--- src/rtl/axi4_burst_fifo_if.sv ---
// Beat-level handshake bundle for axi4_burst_fifo: upstream (s_*) and downstream (m_*) channels.
// The slave modport is the FIFO's view; the master modport is the view of whatever drives it.
`ifndef DATA_WIDTH
`define DATA_WIDTH 32
`endif

interface axi4_burst_fifo_if #(
  parameter int DATA_W = `DATA_WIDTH + `DATA_WIDTH/8
);
  logic [DATA_W-1:0] s_data;
  logic              s_last;
  logic              s_valid;
  logic              s_ready;
  logic [DATA_W-1:0] m_data;
  logic              m_last;
  logic              m_valid;
  logic              m_ready;

  modport slave (
    input  s_data, s_last, s_valid, m_ready,
    output s_ready, m_data, m_last, m_valid
  );

  modport master (
    output s_data, s_last, s_valid, m_ready,
    input  s_ready, m_data, m_last, m_valid
  );
endinterface

--- src/rtl/axi4_burst_fifo.sv ---
// Burst-aware beat FIFO with occupancy and complete-burst counters.
// Define AXI4_BURST_FIFO_STORE_FWD_EN to hold output until a whole burst (or a full buffer) is stored.
`ifndef DATA_WIDTH
`define DATA_WIDTH 32
`endif

module axi4_burst_fifo #(
  parameter int DATA_W = `DATA_WIDTH + `DATA_WIDTH/8,
  parameter int DEPTH  = 8,
  parameter int CNT_W  = $clog2(DEPTH) + 1
) (
  input  logic             clk,
  input  logic             rst,
  axi4_burst_fifo_if.slave bus,
  output logic [CNT_W-1:0] count,
  output logic [CNT_W-1:0] bursts
);
  localparam int AW = $clog2(DEPTH);

  logic [DATA_W:0]  mem [DEPTH];
  logic [CNT_W-1:0] wr_ptr, rd_ptr, wr_nxt, rd_nxt;
  logic             ready_q, empty, full_nxt, push, pop, valid;

  assign empty    = (wr_ptr == rd_ptr);
  assign push     = bus.s_valid && ready_q;
  assign pop      = valid && bus.m_ready;
  assign wr_nxt   = wr_ptr + CNT_W'(push);
  assign rd_nxt   = rd_ptr + CNT_W'(pop);
  assign full_nxt = (wr_nxt[CNT_W-1] != rd_nxt[CNT_W-1]) &&
                    (wr_nxt[AW-1:0] == rd_nxt[AW-1:0]);

`ifdef AXI4_BURST_FIFO_STORE_FWD_EN
  logic full;
  assign full  = (wr_ptr[CNT_W-1] != rd_ptr[CNT_W-1]) &&
                 (wr_ptr[AW-1:0] == rd_ptr[AW-1:0]);
  // full escape lets a burst longer than the buffer drain instead of deadlocking
  assign valid = !empty && ((bursts != '0) || full);
`else
  assign valid = !empty;
`endif

  // ready is registered from next-state pointers, so it always equals !full after the first edge
  always_ff @(posedge clk or posedge rst) begin
    if (rst) begin
      wr_ptr  <= '0;
      rd_ptr  <= '0;
      ready_q <= 1'b0;
      count   <= '0;
      bursts  <= '0;
    end else begin
      wr_ptr  <= wr_nxt;
      rd_ptr  <= rd_nxt;
      ready_q <= !full_nxt;
      case ({push, pop})
        2'b10:   count <= count + CNT_W'(1);
        2'b01:   count <= count - CNT_W'(1);
        default: ;
      endcase
      case ({push && bus.s_last, pop && bus.m_last})
        2'b10:   bursts <= bursts + CNT_W'(1);
        2'b01:   bursts <= bursts - CNT_W'(1);
        default: ;
      endcase
    end
  end

  always_ff @(posedge clk) begin
    if (push) mem[wr_ptr[AW-1:0]] <= {bus.s_last, bus.s_data};
  end

  assign bus.s_ready             = ready_q;
  assign {bus.m_last, bus.m_data} = mem[rd_ptr[AW-1:0]];
  assign bus.m_valid             = valid;
endmodule
--- src/flat_wrapper.sv ---
// flat-port wrapper written by rule: the top's interface ports become plain ports
module axi4_burst_fifo_flat 
#(
  parameter int DATA_W = `DATA_WIDTH + `DATA_WIDTH/8,
  parameter int DEPTH  = 8,
  parameter int CNT_W  = $clog2(DEPTH) + 1
)
  (clk, rst, count, bursts, bus_s_data, bus_s_last, bus_s_valid, bus_m_ready, bus_s_ready, bus_m_data, bus_m_last, bus_m_valid);
  axi4_burst_fifo_if #(.DATA_W(DATA_W)) bus_i ();
  input  logic clk;
  input  logic rst;
  output logic [CNT_W-1:0] count;
  output logic [CNT_W-1:0] bursts;
  input wire logic [$bits(bus_i.s_data)-1:0] bus_s_data;
  input wire logic [$bits(bus_i.s_last)-1:0] bus_s_last;
  input wire logic [$bits(bus_i.s_valid)-1:0] bus_s_valid;
  input wire logic [$bits(bus_i.m_ready)-1:0] bus_m_ready;
  output wire logic [$bits(bus_i.s_ready)-1:0] bus_s_ready;
  output wire logic [$bits(bus_i.m_data)-1:0] bus_m_data;
  output wire logic [$bits(bus_i.m_last)-1:0] bus_m_last;
  output wire logic [$bits(bus_i.m_valid)-1:0] bus_m_valid;
  assign bus_i.s_data = bus_s_data;
  assign bus_i.s_last = bus_s_last;
  assign bus_i.s_valid = bus_s_valid;
  assign bus_i.m_ready = bus_m_ready;
  assign bus_s_ready = bus_i.s_ready;
  assign bus_m_data = bus_i.m_data;
  assign bus_m_last = bus_i.m_last;
  assign bus_m_valid = bus_i.m_valid;
  axi4_burst_fifo #(.DATA_W(DATA_W), .DEPTH(DEPTH), .CNT_W(CNT_W)) u_core (.clk(clk), .rst(rst), .bus(bus_i), .count(count), .bursts(bursts));
endmodule
--- config.mk ---
export PLATFORM = sky130hd
export DESIGN_NAME = axi4_burst_fifo_flat
export DESIGN_NICKNAME = d
export VERILOG_FILES = /design/src/rtl/axi4_burst_fifo_if.sv /design/src/rtl/axi4_burst_fifo.sv /design/src/flat_wrapper.sv
export SDC_FILE = /design/constraint.sdc
export NUM_CORES = 1
export LEC_CHECK = 0
export CAP_MARGIN = 0
export CORE_MARGIN = 8
export CORE_UTILIZATION = 55
export DETAILED_ROUTE_END_ITERATION = 16
export HOLD_SLACK_MARGIN = 0.08
export PLACE_DENSITY = 0.78
export RECOVER_POWER = 100
export SYNTH_ARGS = -nofsm -noshare
export SYNTH_HDL_FRONTEND = slang
export SYNTH_SLANG_ARGS = --single-unit
export TNS_END_PERCENT = 50
--- constraint.sdc ---
create_clock -name clk -period 4.51 [get_ports clk]
set_input_delay 0.451 -clock clk [delete_from_list [all_inputs] [get_ports clk]]
set_output_delay 0.451 -clock clk [all_outputs]
set_load 0.01 [all_outputs]
# Word level (Yosys, flattened, before mapping)
# Memories as Yosys holds them, arrays and structs flattened.
# Cells that the tools add are included.
# classes
div	0
n_eq_ne	7
bitwise	0
multipliers	0
mux	4
n_lt_le_gt_ge	0
shifts	0
n_addsub	6
reduce_logical	9
# op_table
op	n
4-bit case mux with 2 select lines	2
4-bit by 1-bit adder with 4-bit output	2
4-bit by 1-bit adder with 4-bit output, second input constant	2
4-bit by 1-bit subtractor with 4-bit output, second input constant	2
1-bit logical AND	5
2-bit by 1-bit equality test with 1-bit output, second input constant	2
2-bit equality test, second input constant	2
4-bit equality test	1
2-bit nonzero test	2
3-bit equality test	1
1-bit logical NOT	2
1-bit 2-to-1 mux	2
1-bit != test	1
# totals
ram_bits	296
latch_bits	0
wordCells	32
n_memories	1
ff_bits	17
mem_bits_ro	0
input_bits	41
out_inout_bits	47
# mem_list
name	depth	width	rd	rd_clocked_by_memory_dff	write_ports	line_no	text
u_core.mem	8	37	1	0	1	axi4_burst_fifo.sv:20	logic [DATA_W:0] mem [DEPTH];

# Longest topological paths before layout
# Gate-level depths: netlist (run 1).
# depth
depth_word	7
depth_mapped	12
depth_no_buf	10

# Worst setup path before layout (run 1)
# Ideal clock, no wire load.
# synth_path
path_kind	in2reg
startpoint	input port bus_s_valid
endpoint	memory u_core.mem[0][0] (netlist name), enable pin
setup_ps	477
t_required_ps	4033
arrival_time_ps	3280
stages	4
setup_slack_ps	752
path_cell_list	nand2_1 -> inv_1 -> nand2b_1 -> nor3_1
# synth_between
elab_chain_len	3
# synth_lines
item	line_no	text
start: declaration	flat_wrapper.sv:16	input wire logic [$bits(bus_i.s_valid)-1:0] bus_s_valid;
1-bit logical AND	axi4_burst_fifo.sv:25	assign push = bus.s_valid && ready_q;
1-bit 2-to-1 mux	axi4_burst_fifo.sv:68	if (push) mem[wr_ptr[AW-1:0]] <= {bus.s_last, bus.s_data};
1-bit 2-to-1 mux (not written as such)	axi4_burst_fifo.sv:68	
end: declaration	axi4_burst_fifo.sv:20	
# Every way passes these cells.

# Worst setup path after layout (run 1)
# layout_path
startpoint	input port bus_s_valid
endpoint	memory u_core.mem[6][2] (netlist name), enable pin
# Same word-level chain as after synthesis.

==> impl_summary.txt, run 1 <==
----------------------------------------------------
[Global route]
  Pin count of the biggest net entering global routing ... 43
  Grt ovf ... 0
  Vias in the first global route ... 5975
  First-pass GRT wire length ... 35.16 mm
  Initial antenna violation count ... 2
  GRT Overall Usage ... 0.1664

[Outcome]
  Failing checks ... max-capacitance violations, max-slew violations
  Run status ... finished with violations

[Synth]
  Ys Warns ... 0
  Synthesized netlist cell count ... 526
  Fraction of the mapped netlist area in adder cells ... 0.01175
  Combinational family with the most area after synthesis ... multiplexers
  Fraction of synthesized area in multiplexers ... 0.1883
  Synth Cell Area ... 12350 um2
  Register bit count reported by yosys ... 313
  Syn Nets ... 578
  Sequential-to-total area share from yosys stat ... 0.7541
  Compound-Gate Fraction of Synth Area ... 0.003444
  Area fraction in and, or, nand and nor cells after synthesis ... 0.01499
  Post-Syn Area per Cell ... 23.48 um2
  Synth unique cells ... 33
  Fraction of synthesized cell area in xor and xnor cells ... 0.01347

[Timing]
  Aggregate negative setup slack ... 0 ns
  Slew headroom ... -0.9571
  Worst setup skew after layout ... 0.01948 ns
  Crit share post-route ... 0.8492
  Final Worst Setup Slack ... 0.6800 ns
  RSZ-0062 raised after global routing ... no
  Final setup fails ... 0
  Final critical-path required period ... 3.830 ns
  Final Max Slew Viols ... 254
  Number of endpoints with negative hold slack in the final report ... 0
  Upper clock frequency limit ... 261.1 MHz
  Pin slew with the least headroom to its limit ... 2.936 ns

[Worst setup path]
  Required time reported for the critical path endpoint ... 4.65 ns
  Arrival time of data at the critical path endpoint ... 3.97 ns
  Kind of start point of the critical path ... primary input
  Path type of the worst setup path ... primary input to flop
  Highest fanout seen on the critical path ... 25
  Sort of element at the end of the critical path ... flop

[Clocking]
  Total clock buffers created by CTS ... 34
  Latest clock arrival within the worst-skew pair ... 0.50 ns
  Clock tree buffer depth ... 3
  Post_cts resized ... 0
  Clock-pin transition on the worst setup and hold timing paths ... 0.06 ns
  Post CTS Setup Buffer Count ... 0
  Sink Count ... 313
  Clk root buf ... clkbuf_16
  CTS tree ... built
  H-tree lvl count ... 2
  Hold buffer count at CTS ... 0

[Route]
  Iter 0 DRT Violations ... 380
  Count of vias placed by the detailed router ... 5645
  Avg WL per Cell ... 24.09 um
  Count of antenna-violating nets left after detailed routing ... 0
  Total routed wirelength ... 22.86 mm
  # DRC ... 0
  Via count normalized by instance count ... 5.948
  DRT Pass-1 Iters ... 6

[Pwr]
  Worst-case vdd ir drop ... 0.3723 mV
  Static power due to leakage ... 4.950 nW
  Power per unit of standard cell area ... 659.4 nW/um2

[Final layout]
  Most common cell after layout, fill and taps aside ... edfxtp_1
  Filler Cell Count ... 1392
  Proportion of layout cells with a drive suffix above 1 ... 0.1687
  Post-route standard cell area excluding fillers ... 14670 um2
  Antenna diode count ... 0
  Final Net Count ... 692
  Highest-count cells in the layout ignoring fill and taps ... edfxtp_1, dlygate4sd3_1, mux4_1
  Signed area change from the synthesized netlist to the final layout ... 18.80%
  Post-layout util ... 0.6561

[Die]
  Area inside the core boundary ... 22370 um2
  Total I/O pin count ... 88
  Floorplan die area ... 27510 um2
  Num rows ... 55
  Chip Width ... 165.9 um
  Starting density of the core ... 0.5522
  Die Y-Extent ... 165.9 um

[Worst hold path]
  Classification of the worst-slack hold path ... flop to flop

[Placed design]
  Post-Place Setup Slack ... 1.088 ns
  Global placer's final weighted congestion ... 0.7728
  Port Buffer Count ... 87
  DP HPWL ... 12.60 mm
  DP Area ... 13600 um2

[Run]
  Maximum capacitance violations ... 7

----------------------------------------------------
[worst max-delay path, stage by stage]
cell	delay, ns
dlygate4sd3_1	0.52
nand2_1	0.10
inv_1	0.16
nand2b_1	0.20
nor2_1	2.02
clkbuf_1	0.50
[layout make-up]
class                   count  area [um2]  share of cell area
clock buffers              42       922.1             0.06285
flip-flops and latches    313        9323              0.6354
multi-input cells         186        2895              0.1973
inverters                   5       18.77            0.001279
clock inverters            18       214.0             0.01458
repair buffers            100       943.4             0.06430
well taps                 285       356.6             0.02430
[logic make-up after synthesis]
family	after synthesis
compound gates	7
flops	313
fa+ha+maj	11
buf+inv	27
mux	113
xor+xnor	19
simple gates	36
[final timing paths]
| path | start | slack [ns] | endpoint | cells after the start |
|---|---|---|---|---|
| worst max-delay path | bus_s_valid | 0.68 | u_core.mem[6][2]$_DFFE_PP_ | 6 |
| worst min-delay path | u_core.count[3]$_DFFE_PP0P_ | 0.47 | u_core.count[3]$_DFFE_PP0P_ | 1 |
| worst max register to register | u_core.bus.s_ready$_DFF_PP0_ | 0.80 | u_core.mem[6][2]$_DFFE_PP_ | 5 |
| worst min register to register | u_core.count[3]$_DFFE_PP0P_ | 0.47 | u_core.count[3]$_DFFE_PP0P_ | 1 |
| max in group asynchronous | rst | 3.55 | u_core.rd_ptr[1]$_DFF_PP0_ | 2 |
| min in group asynchronous | rst | 0.49 | u_core.count[2]$_DFFE_PP0P_ | 2 |
[state kept, by name, indices dropped and copies added, names as in the netlist]
name,count
u_core.bursts,4
u_core.bus.s_ready,1
u_core.count,4
u_core.mem,296
u_core.rd_ptr,4
u_core.wr_ptr,4
[synthesized netlist by cell type]
library cell / count / share of area
nor2_1: 8 / 0.0024
or3_1: 1 / 0.00051
buf_1: 1 / 0.00030
xnor2_1: 11 / 0.0078
or4_1: 1 / 0.00061
fa_1: 1 / 0.0016
nand4b_1: 1 / 0.00071
nand4_1: 2 / 0.0010
mux2i_1: 1 / 0.00081
nand2_1: 8 / 0.0024
inv_1: 5 / 0.0015
and3_1: 1 / 0.00051
dfrtp_1: 17 / 0.034
a21o_1: 1 / 0.00061
nand3b_1: 1 / 0.00061
or4b_1: 1 / 0.00081
and2_1: 1 / 0.00051
ha_1: 10 / 0.010
mux2_2: 38 / 0.035
a21oi_1: 2 / 0.00081
xor2_1: 8 / 0.0057
nand3_1: 4 / 0.0016
mux4_2: 15 / 0.027
nand2b_1: 4 / 0.0020
buf_6: 8 / 0.0073
edfxtp_1: 296 / 0.72
buf_2: 8 / 0.0032
a2111oi_0: 1 / 0.00071
mux4_1: 59 / 0.13
o21ai_0: 2 / 0.00081
nor3_1: 3 / 0.0012
a31oi_1: 1 / 0.00051
clkbuf_1: 5 / 0.0015
[report_power, final]
| group | leakage [nW] | internal (mW) | switching [mW] |
|---|---|---|---|
| Combinational | 1.51 | 1.54 | 1.33 |
| Clock | 0.556 | 1.74 | 1.04 |
| Sequential | 2.88 | 3.71 | 0.320 |
| Total | 4.95 | 6.99 | 2.69 |
[per-layer routing]
| metal | routed length (um) | part of all wire | up-vias | global-route usage |
|---|---|---|---|---|
| met1 | 9454 | 0.41 | 2956 | 0.2096 |
| met4 | 367 | 0.016 | 2 | 0.04704 |
| li1 | - | - | 2476 | - |
| met3 | 1325 | 0.058 | 36 | 0.03494 |
| met5 | 10 | 0.00044 | - | 0 |
| met2 | 11700 | 0.51 | 175 | 0.2886 |
[per-stage QoR]
step	std cells	hold WS [ns]	total power, mW
6_report	949	0.4706	9.675
3_5_place_dp	889	0.4732	7.149
3_3_place_gp	889	0.4548	7.050
4_1_cts	949	0.3708	9.944
5_1_grt	949	0.4796	10.12
2_1_floorplan	526	0.3771	5.882
Note: power is estimated with default switching activity, not from simulation.
==> run 2: changes to the inputs <==
==> constraint.sdc (replaced) <==
create_clock -name clk -period 4 [get_ports clk]
set_input_delay 0.4 -clock clk [delete_from_list [all_inputs] [get_ports clk]]
set_output_delay 0.4 -clock clk [all_outputs]
set_load 0.01 [all_outputs]
==> run 2 against run 1 <==
The run still ends with max-capacitance violations, max-slew violations left. Clock skew hardly changed. First-iteration DRC count is 6.8% lower. Worst setup slack worse by 0.30 ns. Sequential power is 8.9% higher. Combinational power is 17% higher. Critical path depth is 2 lower. Clock power is 4% higher. Total power is 9.8% higher. Worst hold slack worse by 0.091 ns. Clock-buffer cell count is 9 lower. Critical path type is now flop to output pin. Largest cell class unchanged.
==> impl_summary.txt, run 2 (synthesis results as in run 1) <==
----------------------------------------------------
[Outcome]
  Run status ... finished with violations
  Failing checks ... max-capacitance violations, max-slew violations

[Clocking]
  Latest clock arrival within the worst-skew pair ... 0.55 ns (+0.05 ns)
  CTS tree ... built
  Total clock buffers created by CTS ... 31 (-8.8%)
  Post_cts resized ... 0 (unchanged)
  Post CTS Setup Buffer Count ... 0 (unchanged)
  Clock-pin transition on the worst setup and hold timing paths ... 0.06 ns (about the same)
  Clk root buf ... clkbuf_16
  Hold buffer count at CTS ... 0 (unchanged)
  Clock tree buffer depth ... 3 (unchanged)
  H-tree lvl count ... 1 (-1)
  Sink Count ... 313 (unchanged)

[Pwr]
  Power per unit of standard cell area ... 729.6 nW/um2 (+11%)
  Static power due to leakage ... 4.905 nW (-0.90%)
  Worst-case vdd ir drop ... 0.4430 mV (+19%)

[Timing]
  Final critical-path required period ... 3.624 ns
  RSZ-0062 raised after global routing ... no
  Final Max Slew Viols ... 157 (-38%)
  Slew headroom ... -0.4924 (+0.4647)
  Pin slew with the least headroom to its limit ... 2.239 ns (-0.6970 ns)
  Final setup fails ... 0 (unchanged)
  Number of endpoints with negative hold slack in the final report ... 0 (unchanged)
  Upper clock frequency limit ... 275.9 MHz
  Aggregate negative setup slack ... 0 ns (unchanged)
  Worst setup skew after layout ... 0.01927 ns (-0.0002088 ns)
  Crit share post-route ... 0.9061

[Worst setup path]
  Arrival time of data at the critical path endpoint ... 3.22 ns (-0.75 ns)
  Required time reported for the critical path endpoint ... 3.60 ns (-1.05 ns)
  Highest fanout seen on the critical path ... 64 (+160%)
  Sort of element at the end of the critical path ... output pin
  Kind of start point of the critical path ... flop
  Path type of the worst setup path ... flop to output pin

[Route]
  Avg WL per Cell ... 24.05 um (-0.13%)
  Count of vias placed by the detailed router ... 5604 (-0.73%)
  # DRC ... 0 (unchanged)
  Count of antenna-violating nets left after detailed routing ... 0 (unchanged)
  Total routed wirelength ... 22.92 mm (+0.29%)
  Iter 0 DRT Violations ... 354 (-6.8%)
  Via count normalized by instance count ... 5.880 (-1.1%)
  DRT Pass-1 Iters ... 4 (-2)

[Final layout]
  Post-route standard cell area excluding fillers ... 14560 um2 (-0.77%)
  Highest-count cells in the layout ignoring fill and taps ... edfxtp_1, dlygate4sd3_1, mux4_1
  Number of flip-flops in the largest register ... 296 (unchanged)
  Final Net Count ... 692 (unchanged)
  Signed area change from the synthesized netlist to the final layout ... 17.89%
  Proportion of layout cells with a drive suffix above 1 ... 0.1759 (+0.007265)
  Most common cell after layout, fill and taps aside ... edfxtp_1

[Die]
  Starting density of the core ... 0.5522 (unchanged)
  Total I/O pin count ... 88 (unchanged)
  Chip Width ... 165.9 um (unchanged)
  Die Y-Extent ... 165.9 um (unchanged)
  Area inside the core boundary ... 22370 um2 (unchanged)
  Floorplan die area ... 27510 um2 (unchanged)
  Num rows ... 55 (unchanged)

[Placed design]
  DP Area ... 13660 um2 (+0.44%)
  Port Buffer Count ... 87 (unchanged)
  DP HPWL ... 13.22 mm (+4.9%)
  Global placer's final weighted congestion ... 0.7254 (-6.1%)

[Global route]
  Grt ovf ... 0 (unchanged)
  Vias in the first global route ... 5993 (+0.30%)
  First-pass GRT wire length ... 35.21 mm (+0.14%)
  Initial antenna violation count ... 6 (+4)
  GRT Overall Usage ... 0.1656 (-0.0007973)
  Pin count of the biggest net entering global routing ... 65 (+51%)

[Worst hold path]
  Classification of the worst-slack hold path ... primary input to asynchronous set/reset pin

[Run]
  Maximum capacitance violations ... 7 (unchanged)

----------------------------------------------------
-- run 2: cell type report --
| class | count | area (um2) |
|---|---|---|
| sequential | 313 | 9323 |
| fill | 1424 | 7805 |
| multi-input combinational | 186 | 2873 |
| timing repair buffer | 103 | 950.9 |
| clock buffer | 33 | 783.3 |
| tap | 285 | 356.6 |
| clock inverter | 25 | 247.7 |
| inverter | 5 | 18.77 |
| antenna | 3 | 7.507 |
-- run 2: critical path, stage by stage (launching register included) --
cell and delay, ns:
dfrtp_4 0.54, clkbuf_4 0.74, mux4_2 0.45, mux2_2 0.30, dlygate4sd3_1 0.61
-- run 2: through the flow --
stage,power [mW],util,hold WS (ns),setup slack (ns),std cells
floorplan,6.632,-,0.3261,0.2933,526
global placement,7.961,0.6107,0.4545,1.043,892
detailed placement,8.076,0.6107,0.4764,0.9879,892
CTS,10.98,0.6568,0.2544,0.5111,950
global route,11.13,0.6510,0.4191,0.2447,953
finish,10.62,0.6510,0.3796,0.3756,953
-- run 2: routing by layer --
| metal | GRT usage | wire length [um] | vias to the layer above |
|---|---|---|---|
| met2 | 0.2795 | 11590 | 177 |
| met4 | 0.04862 | 405 | 4 |
| li1 | - | - | 2497 |
| met1 | 0.2160 | 9555 | 2893 |
| met3 | 0.03328 | 1350 | 33 |
| met5 | 0 | 25 | - |
-- run 2: worst paths after layout --
check / from / to / slack [ns] / cells past startpoint
max: u_core.rd_ptr[1]$_DFF_PP0_ / bus_m_data[0] / 0.38 / 4
min: rst / u_core.bursts[2]$_DFFE_PP0P_ / 0.38 / 2
max reg2reg: u_core.bus.s_ready$_DFF_PP0_ / u_core.mem[4][32]$_DFFE_PP_ / 0.51 / 5
min reg2reg: u_core.count[3]$_DFFE_PP0P_ / u_core.count[3]$_DFFE_PP0P_ / 0.47 / 1
max in group asynchronous: rst / u_core.rd_ptr[0]$_DFF_PP0_ / 3.11 / 2
min in group clk: u_core.count[3]$_DFFE_PP0P_ / u_core.count[3]$_DFFE_PP0P_ / 0.47 / 1
-- run 2: power breakdown --
part	internal (mW)	leakage, nW	total [mW]	switching [mW]
clock network	1.68	0.497	2.88	1.20
logic	1.75	1.53	3.35	1.61
registers	4.16	2.88	4.39	0.225
==> run 3: changes to the inputs <==
--- a/config.mk
+++ b/config.mk
@@ -5,9 +5,10 @@
 export SDC_FILE = /design/constraint.sdc
 export NUM_CORES = 1
 export LEC_CHECK = 0
-export CAP_MARGIN = 0
+export CAP_MARGIN = 20
 export CORE_MARGIN = 8
 export CORE_UTILIZATION = 55
+export CTS_BUF_LIST = sky130_fd_sc_hd__clkbuf_16
 export DETAILED_ROUTE_END_ITERATION = 16
 export HOLD_SLACK_MARGIN = 0.08
 export PLACE_DENSITY = 0.78
==> run 3 against run 2 <==
The run still ends with max-capacitance violations, max-slew violations left. Final area is the same. Clock power about the same. Sequential share of layout area stayed put. Routed wire length about the same. Worst hold slack better by 0.00079 ns. Via count up 0.14%. Clock-buffer cell count decreased by 2. Clock skew down 0.0027 ns. First-iteration DRC count fell by 1.4%. Cell count is the same. Worst setup slack got worse by 0.0039 ns. Die area is the same. Critical path type unchanged. Largest power group unchanged.
==> impl_summary.txt, run 3 (synthesis results as in run 1) <==
----------------------------------------------------
[Pwr]
  Power per unit of standard cell area ... 729.3 nW/um2 (about the same)
  Worst-case vdd ir drop ... 0.4430 mV (about the same)
  Static power due to leakage ... 4.913 nW (+0.17%)

[Global route]
  Initial antenna violation count ... 6 (unchanged)
  First-pass GRT wire length ... 35.21 mm (unchanged)
  GRT Overall Usage ... 0.1656 (unchanged)
  Pin count of the biggest net entering global routing ... 65 (unchanged)
  Vias in the first global route ... 5993 (unchanged)
  Grt ovf ... 0 (unchanged)

[Final layout]
  Post-layout util ... 0.6510 (unchanged)
  Filler Cell Count ... 1424 (unchanged)
  Signed area change from the synthesized netlist to the final layout ... 17.89% (unchanged)
  Highest-count cells in the layout ignoring fill and taps ... edfxtp_1, dlygate4sd3_1, mux4_1
  Final Net Count ... 692 (unchanged)
  Most common cell after layout, fill and taps aside ... edfxtp_1
  Proportion of layout cells with a drive suffix above 1 ... 0.1759 (unchanged)
  Number of flip-flops in the largest register ... 296 (unchanged)
  Post-Layout Cell Count ... 953 (unchanged)

[Die]
  Area inside the core boundary ... 22370 um2 (unchanged)
  Die Y-Extent ... 165.9 um (unchanged)
  Floorplan die area ... 27510 um2 (unchanged)
  Total I/O pin count ... 88 (unchanged)
  Starting density of the core ... 0.5522 (unchanged)
  Chip Width ... 165.9 um (unchanged)
  Num rows ... 55 (unchanged)

[Worst setup path]
  Path type of the worst setup path ... flop to output pin
  Kind of start point of the critical path ... flop
  Cells on worst reg2reg path ... 5 (unchanged)
  Cell Chain, Critical Path ... clkbuf_4 -> mux4_2 -> mux2_2 -> dlygate4sd3_1
  Required time reported for the critical path endpoint ... 3.60 ns (about the same)
  Slowest cell on the critical path ... clkbuf_4
  CP Launch Point ... u_core.rd_ptr[1]$_DFF_PP0_
  Critical Path Max Stage Delay ... 0.74 ns (about the same)
  Startpoint of the lowest-slack register-to-register path ... u_core.bus.s_ready$_DFF_PP0_
  Worst-case register-to-register setup slack ... 0.51 ns (about the same)
  Arrival time of data at the critical path endpoint ... 3.23 ns (about the same)
  Crit Reg-Reg Endpoint ... u_core.mem[4][32]$_DFFE_PP_
  Highest fanout seen on the critical path ... 64 (unchanged)
  Sort of element at the end of the critical path ... output pin

[Run]
  Maximum capacitance violations ... 7 (unchanged)

[Route]
  Avg WL per Cell ... 24.04 um (about the same)
  DRT Pass-1 Iters ... 4 (unchanged)
  Count of vias placed by the detailed router ... 5612 (+0.14%)
  Total routed wirelength ... 22.91 mm (about the same)
  # DRC ... 0 (unchanged)
  Via count normalized by instance count ... 5.889 (+0.14%)
  Iter 0 DRT Violations ... 349 (-1.4%)
  Count of antenna-violating nets left after detailed routing ... 0 (unchanged)

[Outcome]
  Failing checks ... max-capacitance violations, max-slew violations
  Run status ... finished with violations

[Placed design]
  Count of placed standard cells including taps ... 892 (unchanged)
  Global placer's final weighted congestion ... 0.7254 (unchanged)
  DP HPWL ... 13.22 mm (unchanged)
  Port Buffer Count ... 87 (unchanged)

[Timing]
  Worst setup skew after layout ... 0.01653 ns (-0.002740 ns)
  Aggregate negative setup slack ... 0 ns (unchanged)
  RSZ-0062 raised after global routing ... no
  Pin slew with the least headroom to its limit ... 2.224 ns (-0.01439 ns)
  Final critical-path required period ... 3.628 ns (+0.003921 ns)
  Upper clock frequency limit ... 275.6 MHz (-0.11%)
  Number of endpoints with negative hold slack in the final report ... 0 (unchanged)
  Crit share post-route ... 0.9071 (+0.0009803)
  Final Max Slew Viols ... 157 (unchanged)
  Slew headroom ... -0.4828 (+0.009594)
  Final setup fails ... 0 (unchanged)

[Clocking]
  Clock-pin transition on the worst setup and hold timing paths ... 0.06 ns (about the same)
  Sink Count ... 313 (unchanged)
  Clock tree buffer depth ... 3 (unchanged)
  Latest clock arrival within the worst-skew pair ... 0.55 ns (about the same)
  Clk root buf ... clkbuf_16
  H-tree lvl count ... 1 (unchanged)
  Post CTS Setup Buffer Count ... 0 (unchanged)
  Hold buffer count at CTS ... 0 (unchanged)
  Total clock buffers created by CTS ... 31 (unchanged)
  Post_cts resized ... 0 (unchanged)
  CTS tree ... built

[Worst hold path]
  Classification of the worst-slack hold path ... primary input to asynchronous set/reset pin

----------------------------------------------------
[run 3: how the worst max path moves through the flow]
stage | depth (start not counted) | end
after floorplan | 4 | u_core.mem[0][0]$_DFFE_PP_
after global placement | 10 | u_core.bursts[3]$_DFFE_PP0P_
after detailed placement | 10 | u_core.bursts[3]$_DFFE_PP0P_
after CTS | 4 | bus_m_data[19]
after global routing | 4 | bus_m_data[0]
final | 4 | bus_m_data[0]
[run 3: final cells by class]
class	count	area [um2]	share of cell area
diodes	3	7.507	0.0005156
well taps	285	356.6	0.02449
repair buffers	103	950.9	0.06531
clock buffers	31	775.7	0.05328
multi-input cells	186	2873	0.1973
inverters	5	18.77	0.001289
flip-flops and latches	313	9323	0.6403
clock inverters	27	255.2	0.01753
[run 3: stage by stage]
stage               hold slack, ns  cell area (um2)  worst slack, ns  power (mW)
global placement            0.4545            13660            1.043       7.961
finish                      0.3804            14560           0.3717       10.62
detailed placement          0.4764            13660           0.9879       8.076
global route                0.4191            14560           0.2447       11.12
CTS                         0.2544            14690           0.5111       10.97
floorplan                   0.3261            12350           0.2933       6.632
[run 3: worst max-delay path: cells and delay by family, from the launching register on]
family / cells / cell delay [ns]
DFF: 1 / 0.54
buffers and inverters: 2 / 1.35
muxes: 2 / 0.75
[run 3: routing by layer]
layer  part of all wire  GRT usage  wire (um)  vias up
li1                   -          -          -     2497
met1               0.41     0.2160       9475     2892
met2               0.51     0.2795      11570      186
met3              0.062    0.03328       1429       33
met4              0.018    0.04862        405        4
met5             0.0011          0         25        -
[run 3: power by group]
group	internal [mW]	switching, mW
clock	1.68	1.20
sequential	4.16	0.225
combinational	1.75	1.61
total	7.59	3.03
